**src/rtl/spi_master_mc.sv**
```systemverilog
// spi_master_mc: multi-chip-select SPI master with per-transfer mode.
//
// A request is taken when i_start is high while o_ready is high. All
// configuration and the transmit word are latched at that point. One
// transfer runs DELAY_1 (CS setup), RUN (2*len SCLK edges), DELAY_2
// (CS hold) and DONE (o_valid pulse, o_miso_data update). Illegal
// requests (len 0, len > MAX_WIDTH, cs_sel >= NUM_CS) give a one-cycle
// o_err pulse and leave the block idle.
//
// Ports:
//   i_clk, i_rst        clock, synchronous active-high reset
//   i_start             transfer request
//   i_cs_sel            target slave index
//   i_len               bit count, 1..MAX_WIDTH
//   i_cpol/i_cpha       SPI mode
//   i_lsb_first         bit order
//   i_clk_div           SCLK half-period in i_clk cycles (0 acts as 1)
//   i_mosi_data         transmit word, right-justified
//   i_miso              serial data in
//   o_ready             idle, i_start will be accepted
//   o_miso_data         received word, right-justified, zero above len
//   o_valid             one-cycle pulse: o_miso_data updated
//   o_err               one-cycle pulse: request rejected
//   o_mosi, o_spi_clk   serial data out, SCLK
//   o_cs                active-low chip selects
//   o_spi_state         current state (debug)
//
// DELAY must be at least 1.

module spi_master_mc #(
  parameter int MAX_WIDTH = 32,
  parameter int NUM_CS    = 4,
  parameter int DIV_WIDTH = 8,
  parameter int DELAY     = 2
) (
  input  logic                       i_clk,
  input  logic                       i_rst,
  input  logic                       i_start,
  input  logic [$clog2(NUM_CS)-1:0]  i_cs_sel,
  input  logic [$clog2(MAX_WIDTH):0] i_len,
  input  logic                       i_cpol,
  input  logic                       i_cpha,
  input  logic                       i_lsb_first,
  input  logic [DIV_WIDTH-1:0]       i_clk_div,
  input  logic [MAX_WIDTH-1:0]       i_mosi_data,
  input  logic                       i_miso,
  output logic                       o_ready,
  output logic [MAX_WIDTH-1:0]       o_miso_data,
  output logic                       o_valid,
  output logic                       o_err,
  output logic                       o_mosi,
  output logic                       o_spi_clk,
  output logic [NUM_CS-1:0]          o_cs,
  output logic [2:0]                 o_spi_state
);

  localparam int SW = $clog2(NUM_CS);
  localparam int LW = $clog2(MAX_WIDTH) + 1;
  localparam int IW = (MAX_WIDTH > 1) ? $clog2(MAX_WIDTH) : 1;
  localparam int EW = LW + 1;
  localparam int DW = $clog2(DELAY + 1);

  localparam logic [LW-1:0] LEN_MAX = LW'(MAX_WIDTH);
  localparam logic [SW:0]   CS_CNT  = (SW+1)'(NUM_CS);
  localparam logic [LW-1:0] ONE_L   = LW'(1);

  typedef enum logic [2:0] {
    S_IDLE = 3'd0,
    S_DLY1 = 3'd1,
    S_RUN  = 3'd2,
    S_DLY2 = 3'd3,
    S_DONE = 3'd4
  } state_t;

  state_t state_q, state_d;

  // latched request
  logic [SW-1:0]        sel_q;
  logic [LW-1:0]        len_q;
  logic                 cpha_q;
  logic                 lsb_q;
  logic [DIV_WIDTH-1:0] div_q;
  logic [MAX_WIDTH-1:0] tx_q;

  // progress
  logic [DW-1:0]        dly_cnt;
  logic [DIV_WIDTH-1:0] div_cnt;
  logic [EW-1:0]        edge_cnt;
  logic [LW-1:0]        tx_idx;
  logic [LW-1:0]        rx_idx;
  logic [MAX_WIDTH-1:0] rx_q;
  logic [MAX_WIDTH-1:0] miso_q;
  logic                 sclk_q;
  logic                 mosi_q;
  logic                 err_q;

  logic                 req_bad, accept, reject;
  logic                 dly_done, sclk_tick, last_edge, do_sample;
  logic [IW-1:0]        tx_pos, rx_pos;
  logic                 cs_act;
  logic [NUM_CS-1:0]    cs_n;

  assign req_bad = (i_len == '0) || (i_len > LEN_MAX) ||
                   ({1'b0, i_cs_sel} >= CS_CNT);

  assign dly_done  = ((state_q == S_DLY1) || (state_q == S_DLY2)) &&
                     (dly_cnt == DW'(DELAY - 1));
  assign sclk_tick = (state_q == S_RUN) && (div_cnt == div_q - DIV_WIDTH'(1));
  assign last_edge = sclk_tick && (edge_cnt == {len_q, 1'b0} - EW'(1));

  // Even edge_cnt before the toggle means this is a leading edge.
  // CPHA=0 samples on leading edges, CPHA=1 on trailing ones.
  assign do_sample = (~edge_cnt[0]) ^ cpha_q;

  // Bit position for the next transmitted / received bit.
  assign tx_pos = lsb_q ? tx_idx[IW-1:0] : IW'(len_q - ONE_L - tx_idx);
  assign rx_pos = lsb_q ? rx_idx[IW-1:0] : IW'(len_q - ONE_L - rx_idx);

  always_ff @(posedge i_clk) begin
    if (i_rst) state_q <= S_IDLE;
    else       state_q <= state_d;
  end

  always_comb begin
    state_d = state_q;
    accept  = 1'b0;
    reject  = 1'b0;
    o_ready = 1'b0;
    o_valid = 1'b0;
    cs_act  = 1'b0;
    cs_n    = '1;
    case (state_q)
      S_IDLE: begin
        o_ready = 1'b1;
        if (i_start) begin
          if (req_bad) begin
            reject = 1'b1;
          end else begin
            accept  = 1'b1;
            state_d = S_DLY1;
          end
        end
      end
      S_DLY1: begin
        cs_act = 1'b1;
        if (dly_done) state_d = S_RUN;
      end
      S_RUN: begin
        cs_act = 1'b1;
        if (last_edge) state_d = S_DLY2;
      end
      S_DLY2: begin
        cs_act = 1'b1;
        if (dly_done) state_d = S_DONE;
      end
      S_DONE: begin
        o_valid = 1'b1;
        state_d = S_IDLE;
      end
      default: state_d = S_IDLE;
    endcase
    if (cs_act) cs_n[sel_q] = 1'b0;
  end

  always_ff @(posedge i_clk) begin
    if (i_rst) begin
      sel_q    <= '0;
      len_q    <= '0;
      cpha_q   <= 1'b0;
      lsb_q    <= 1'b0;
      div_q    <= '0;
      tx_q     <= '0;
      dly_cnt  <= '0;
      div_cnt  <= '0;
      edge_cnt <= '0;
      tx_idx   <= '0;
      rx_idx   <= '0;
      rx_q     <= '0;
      miso_q   <= '0;
      sclk_q   <= 1'b0;
      mosi_q   <= 1'b0;
      err_q    <= 1'b0;
    end else begin
      err_q <= reject;

      if (dly_done || !((state_q == S_DLY1) || (state_q == S_DLY2)))
        dly_cnt <= '0;
      else
        dly_cnt <= dly_cnt + DW'(1);

      case (state_q)
        S_IDLE: begin
          // Idle SCLK follows i_cpol so the level is right before CS drops.
          sclk_q <= i_cpol;
          mosi_q <= 1'b0;
          if (accept) begin
            sel_q    <= i_cs_sel;
            len_q    <= i_len;
            cpha_q   <= i_cpha;
            lsb_q    <= i_lsb_first;
            div_q    <= (i_clk_div == '0) ? DIV_WIDTH'(1) : i_clk_div;
            tx_q     <= i_mosi_data;
            rx_q     <= '0;
            div_cnt  <= '0;
            edge_cnt <= '0;
            tx_idx   <= '0;
            rx_idx   <= '0;
          end
        end
        S_DLY1: begin
          // CPHA=0 needs the first bit on the wire before the first edge.
          if (dly_done && !cpha_q) begin
            mosi_q <= tx_q[tx_pos];
            tx_idx <= tx_idx + ONE_L;
          end
        end
        S_RUN: begin
          if (sclk_tick) begin
            div_cnt  <= '0;
            sclk_q   <= ~sclk_q;
            edge_cnt <= edge_cnt + EW'(1);
            if (do_sample) begin
              rx_q[rx_pos] <= i_miso;
              rx_idx       <= rx_idx + ONE_L;
            end else if (tx_idx < len_q) begin
              mosi_q <= tx_q[tx_pos];
              tx_idx <= tx_idx + ONE_L;
            end
          end else begin
            div_cnt <= div_cnt + DIV_WIDTH'(1);
          end
        end
        S_DLY2: begin
          if (dly_done) begin
            miso_q <= rx_q;
            mosi_q <= 1'b0;
          end
        end
        default: mosi_q <= 1'b0;
      endcase
    end
  end

  assign o_miso_data = miso_q;
  assign o_err       = err_q;
  assign o_mosi      = mosi_q & cs_act;
  assign o_spi_clk   = sclk_q;
  assign o_cs        = cs_n;
  assign o_spi_state = state_q;

endmodule

```
**config.mk**
```make
export PLATFORM = sky130hd
export DESIGN_NAME = spi_master_mc
export DESIGN_NICKNAME = d
export VERILOG_FILES = /design/src/rtl/spi_master_mc.sv
export SDC_FILE = /design/constraint.sdc
export NUM_CORES = 1
export LEC_CHECK = 0
export ABC_AREA = 1
export CAP_MARGIN = 20
export CORE_ASPECT_RATIO = 1.5
export CORE_MARGIN = 5
export CORE_UTILIZATION = 45
export CTS_CLUSTER_SIZE = 40
export DETAILED_ROUTE_END_ITERATION = 16
export PLACE_DENSITY = 0.77
export SLEW_MARGIN = 20
export SYNTH_ARGS = -nofsm -noshare
export SYNTH_HDL_FRONTEND = slang
export SYNTH_SLANG_ARGS = --single-unit
export TNS_END_PERCENT = 1
```
**constraint.sdc**
```tcl
create_clock -name i_clk -period 3.8 [get_ports i_clk]
set_clock_uncertainty 0.1 [all_clocks]
set_input_delay 0.57 -clock i_clk [delete_from_list [all_inputs] [get_ports i_clk]]
set_output_delay 0.57 -clock i_clk [all_outputs]
set_load 0.05 [all_outputs]
```
# [Word level (Yosys, flattened, before mapping)]
# Index checks and enable logic that the tools add are counted.
# Widths: inputs -> output; s select.
[op_classes] bitwise_logic=7 reduce_logical=28 n_mux=51 eq_ne=18 add_sub_neg=10 magnitude_cmp=7
[ops] cell="$mux 32" count=3
[ops] cell="$pmux 32 s2" count=1
[ops] cell="$mux 6" count=7
[ops] cell="$bwmux 32" count=1
[ops] cell="$mux 8" count=3
[ops] cell="$ne 2x2->1 const B" count=9
[ops] cell="$pmux 6 s3" count=1
[ops] cell="$mux 1" count=16
[ops] cell="$pmux 8 s2" count=1
[ops] cell="$mux 3" count=5
[ops] cell="$mux 7" count=2
[ops] cell="$pmux 7 s2" count=1
[ops] cell="$add 6x1->6 const B" count=2
[ops] cell="$lt 5x6->1 const B" count=2
[ops] cell="$pmux 3 s4" count=1
[ops] cell="$pmux 6 s2" count=1
[ops] cell="$mux 5" count=2
[ops] cell="$reduce_and 5->1" count=2
[ops] cell="$sub 5x5->5" count=2
[ops] cell="$add 8x1->8 const B" count=1
[ops] cell="$eq 8x8->1" count=1
[ops] cell="$logic_not 8->1" count=1
[ops] cell="$reduce_and 2->1" count=4
[ops] cell="$sub 8x1->8 const B" count=1
[ops] cell="other kinds (37)" count=51
[totals] regBits=149 output_inout_bits=44 elab_cells=138 inputBits=55

# [Logic depth before layout (Yosys ltp)]
[depth] word_depth=11 depth_mapped=20 ltp_nobuf=20

# [Worst setup path after synthesis]
# Ideal clock, no wire load.
[synth_timing] path_type="reg2out" start="register state_q[0] (netlist: o_spi_state[0])" end="output o_mosi" t_required_ps=3130 stages_incl_launch_ff=3 setup_slack_ps=1228 path_buffers=0 t_arrival_ps=1902 path_cell_list="dfxtp_1 nor2_2 nor3_1"
[synth_between] elab_chain_len=4 elab_cells_between_ends=6 classes_between="eq/ne: 3; mux: 1; bitwise: 1; reduce/logical: 1"
[synth_rtl] element="from (decl)" line_no="75" text="state_t state_q, state_d;"
[synth_rtl] element="from (signal assigned)" line_no="121" text="else state_q <= state_d;"
[synth_rtl] element="$eq 3x1->1 or $eq 3x2->1 (tied branches)" line_no="132" text="case (state_q)"
[synth_rtl] element="$reduce_or 3->1 (no line) *"
[synth_rtl] element="$mux 1 *" line_no="132"
[synth_rtl] element="$and 1x1->1 *" line_no="246" text="assign o_mosi = mosi_q & cs_act;"
[synth_rtl] element="to (decl)" line_no="51" text="output logic o_mosi,"
# Mark *: on every way between the ends. The rest lies on a longest branch, timed or not.

# [Final worst setup path]
[layout_timing] start="register len_q[0]" end="register rx_q[9]"
[layout_between] elab_chain_len=11 elab_cells_between_ends=12 classes_between="add/sub: 2; order compare: 2; mux: 7; reduce/logical: 1"
[layout_rtl] element="from (decl)" line_no="79" text="logic [LW-1:0] len_q;"
[layout_rtl] element="from (signal assigned)" line_no="198" text="len_q <= i_len;"
[layout_rtl] element="$sub 5x1->5 *" line_no="117" text="assign rx_pos = lsb_q ? rx_idx[IW-1:0] : IW'(len_q - ONE_L - rx_idx);"
[layout_rtl] element="$sub 5x5->5 *" line_no="117"
[layout_rtl] element="$mux 5 *" line_no="117"
[layout_rtl] element="$lt 5x6->1 (implied by the code) or $ge 5x1->1 (tied branches)" line_no="223" text="rx_q[rx_pos] <= i_miso;"
[layout_rtl] element="$logic_and 1x1->1 (implied by the code)" line_no="223"
[layout_rtl] element="$mux 1 (implied by the code)" line_no="223"
[layout_rtl] element="$demux 1 s5 *" line_no="223"
[layout_rtl] element="$bwmux 32 *" line_no="223"
[layout_rtl] element="$mux 32 *" line_no="222" text="if (do_sample) begin"
[layout_rtl] element="$mux 32 *" line_no="218" text="if (sclk_tick) begin"
[layout_rtl] element="$pmux 32 s2 *" line_no="191" text="case (state_q)"
[layout_rtl] element="to (signal, indexed assignment)" line_no="223"
[layout_rtl] element="to (decl)" line_no="91" text="logic [MAX_WIDTH-1:0] rx_q;"
# Mark *: on every way between the ends. The rest lies on a longest branch, timed or not. The select of a mux whose other input is x is not followed.
# A chain may end at the register's enable or synchronous reset.

==> metrics.txt <==
run status completed; Die Area slightly above 20000 sq um; compound-gate portion of the synthesized area 0.178; # rows roughly 60; Num CTS Buffers 17; final hold viol count 0; P_leak roughly 3.6 nW; Final ANT Viol Nets 0; antenna diode count 0; core area about 17000 sq um; io pins around 100; number of synthesized flops with an enable pin 0; Min-Delay Path Depth 1; post-synthesis mux area share 0; FMAX approximately 320 MHz; most frequent cells after synthesis nand2_1, a21oi_1, dfxtp_1, inv_1, o21ai_0; Post-Synth XOR/XNOR Area 0.0267; routed len/inst 13.8 microns; Initial Util 0.457; Clock Path Buffers 2; Power Dens Cells approximately 660 nW/um^2; Sink Count roughly 150; remaining global-route overflow 0; CTS root buf clkbuf_16; R2R depth 16; Slew Viols, Final 0; sequential area share after synthesis 0.376; most frequent cell after synthesis nand2_1; Area after DPL 8930 sq um; min Tclk post-route 3.09 ns; top cell type by total area after synthesis dfxtp_1; Worst EP required ~4 ns; # port buffers a little under 100; worst min-delay path class reg -> reg; crit-path max FO 10; largest net degree at the start of global routing roughly 100; simple-gate area share of the yosys netlist 0.277; Post-Synth Adder-Cell Area 0.0384; Synth Warn # 0; Slew @ Worst Pin ~0.79 ns; worst endpoint data arrival time 3.34 ns; share of post-route cells with drive strength above 1 0.0696; Yosys top cell area share 0.376; drt initial violations about 360; fin cells between 1000 and 1500; DIE WIDTH between 100 and 150 microns; CTS tree done; RSZ-0062 raised after global routing false; Distinct cells, synth 43; Most used DFF post-synth dfxtp_1; largest family of logic cells by synthesized area simple AND/OR/NAND/NOR gates; synth top area cells dfxtp_1, nand2_1, a21oi_1; Die Y between 150 and 200 microns; DP HPWL 13700 microns; maxcap violations 0; final net count 1274; Post-Synthesis Cells roughly 1100; Max IR drop VDD around 0.49 mV; drc violations 0; Area Overhead vs Synth 20.1%; Async SR Flop Fraction 0; FF+latch count, synth roughly 150; post-CTS setup buffer count 0; Slew headroom 0.472; final wirelength around 20000 microns; CTS resizes 0; setup tns final 0 ns; pre-CTS setup slack 0.761 ns; total track usage 0.195; crit start category flop; first-pass GRT wire length ~33000 microns; post-route clock period utilization 0.812; via count between 7000 and 8000; # setup viols final 0; placed instance count 1390; number of global-route vias before repair slightly above 7000; Final Cell Area roughly 9500 sq um; Post-Synthesis Cell Area roughly 8000 sq um; WS Path Type reg -> reg; first-pass iteration count of the detailed router 5; CP Capture Type flop; via-per-instance ratio around 5.3; Mapped Nets approximately 1200; Avg Inst Size Synth between 6 and 7 sq um; initial antenna violation count 0; clock-pin slew on the worst setup and hold paths 0.05 ns; H-Tree Depth 4; hold_buf cts 0; worst-skew pair later-pin latency between 0.4 and 0.5 ns; final worst slack ~0.7 ns; RePlAce Congestion ~0.91
[final cells by class]
cell class                      count  area, sq um
Multi-Input combinational cell    780         4110
Inverter                          142          533
Fill cell                        1665         7800
Timing Repair Buffer              107         1060
Clock inverter                      4         47.5
Sequential cell                   148         2960
Tap cell                          213          267
Clock buffer                       26          499
[cells in the final DEF, fill, tap and decap left out, drive strengths merged]
cell,count
a211oi,2
a21oi,158
and2,1
and3,1
and3b,1
buf,10
bufinv,1
clkbuf,26
clkdlybuf4s50,97
clkinv,2
clkinvlp,1
dfxtp,148
fa,2
ha,21
inv,142
nand2,258
nand3,59
nand3b,38
nand4,34
nor2,52
nor3,11
nor3b,1
nor4,1
o211ai,2
o21a,1
o21ai,105
o21bai,1
o22ai,3
or2,4
xnor2,2
xor2,22
[stage by stage]
stage          utilization  power, mW  hold WS, ns
6_report             0.548       6.28        0.331
2_1_floorplan            -       4.08        0.308
5_1_grt              0.548       6.79        0.340
3_3_place_gp         0.517       4.69        0.317
3_5_place_dp         0.517       4.73        0.325
4_1_cts              0.548       6.32        0.333
[state kept, by name, indices dropped and copies added, names as in the netlist]
register,flops
tx_q,32
o_err,1
div_cnt,8
mosi_q,1
sel_q,2
o_miso_data,32
cpha_q,1
dly_cnt,2
rx_idx,5
tx_idx,6
rx_q,32
div_q,8
len_q,6
o_spi_state,3
lsb_q,1
edge_cnt,7
o_spi_clk,1
[path summary, 6_finish.rpt]
kind	start	to	slack (ns)
worst max register to register	len_q[0]	rx_q[9]	0.71
worst min register to register	dly_cnt[0]	dly_cnt[0]	0.33
worst max-delay path	len_q[0]	rx_q[9]	0.71
worst min-delay path	dly_cnt[0]	dly_cnt[0]	0.33
[report_power, final]
part,internal (mW),switching [mW],leakage (nW)
clock network,0.960,0.608,0.266
logic,0.908,1.97,2.12
registers,1.71,0.125,1.20
total,3.58,2.71,3.59
[logic make-up (layout without fill, tap and decap cells)]
| group | after synthesis | in the layout |
|---|---|---|
| AOI/OAI and AO/OA | 272 | 272 |
| xor gates and xnor gates | 24 | 24 |
| adders and majority gates | 23 | 23 |
| buffers and inverters | 201 | 279 |
| DFF | 148 | 148 |
| and+or+nand+nor | 461 | 461 |
[per-layer routing]
layer | routed length, microns | vias up | track usage | share of wire
li1 | - | 3841 | - | -
met1 | 8230 | 3393 | 0.226 | 0.42
met2 | 9840 | 197 | 0.346 | 0.50
met3 | 890 | 49 | 0.0425 | 0.045
met4 | 601 | 0 | 0.0833 | 0.031
met5 | 0 | - | 0 | 0
[critical path: stages (launching register included)]
cell and delay, ns:
dfxtp_1 0.44, inv_1 0.11, ha_1 0.26, inv_1 0.07
nand2_1 0.05, nand2_1 0.17, ha_1 0.31, a21oi_1 0.18
nand2_1 0.07, nand2_1 0.06, nand3_1 0.11, nand2_4 0.16
inv_2 0.11, nor2_2 0.28, nand3_1 0.15, nand3b_1 0.20
a21oi_1 0.16
Note: power is estimated with default switching activity, not from simulation.
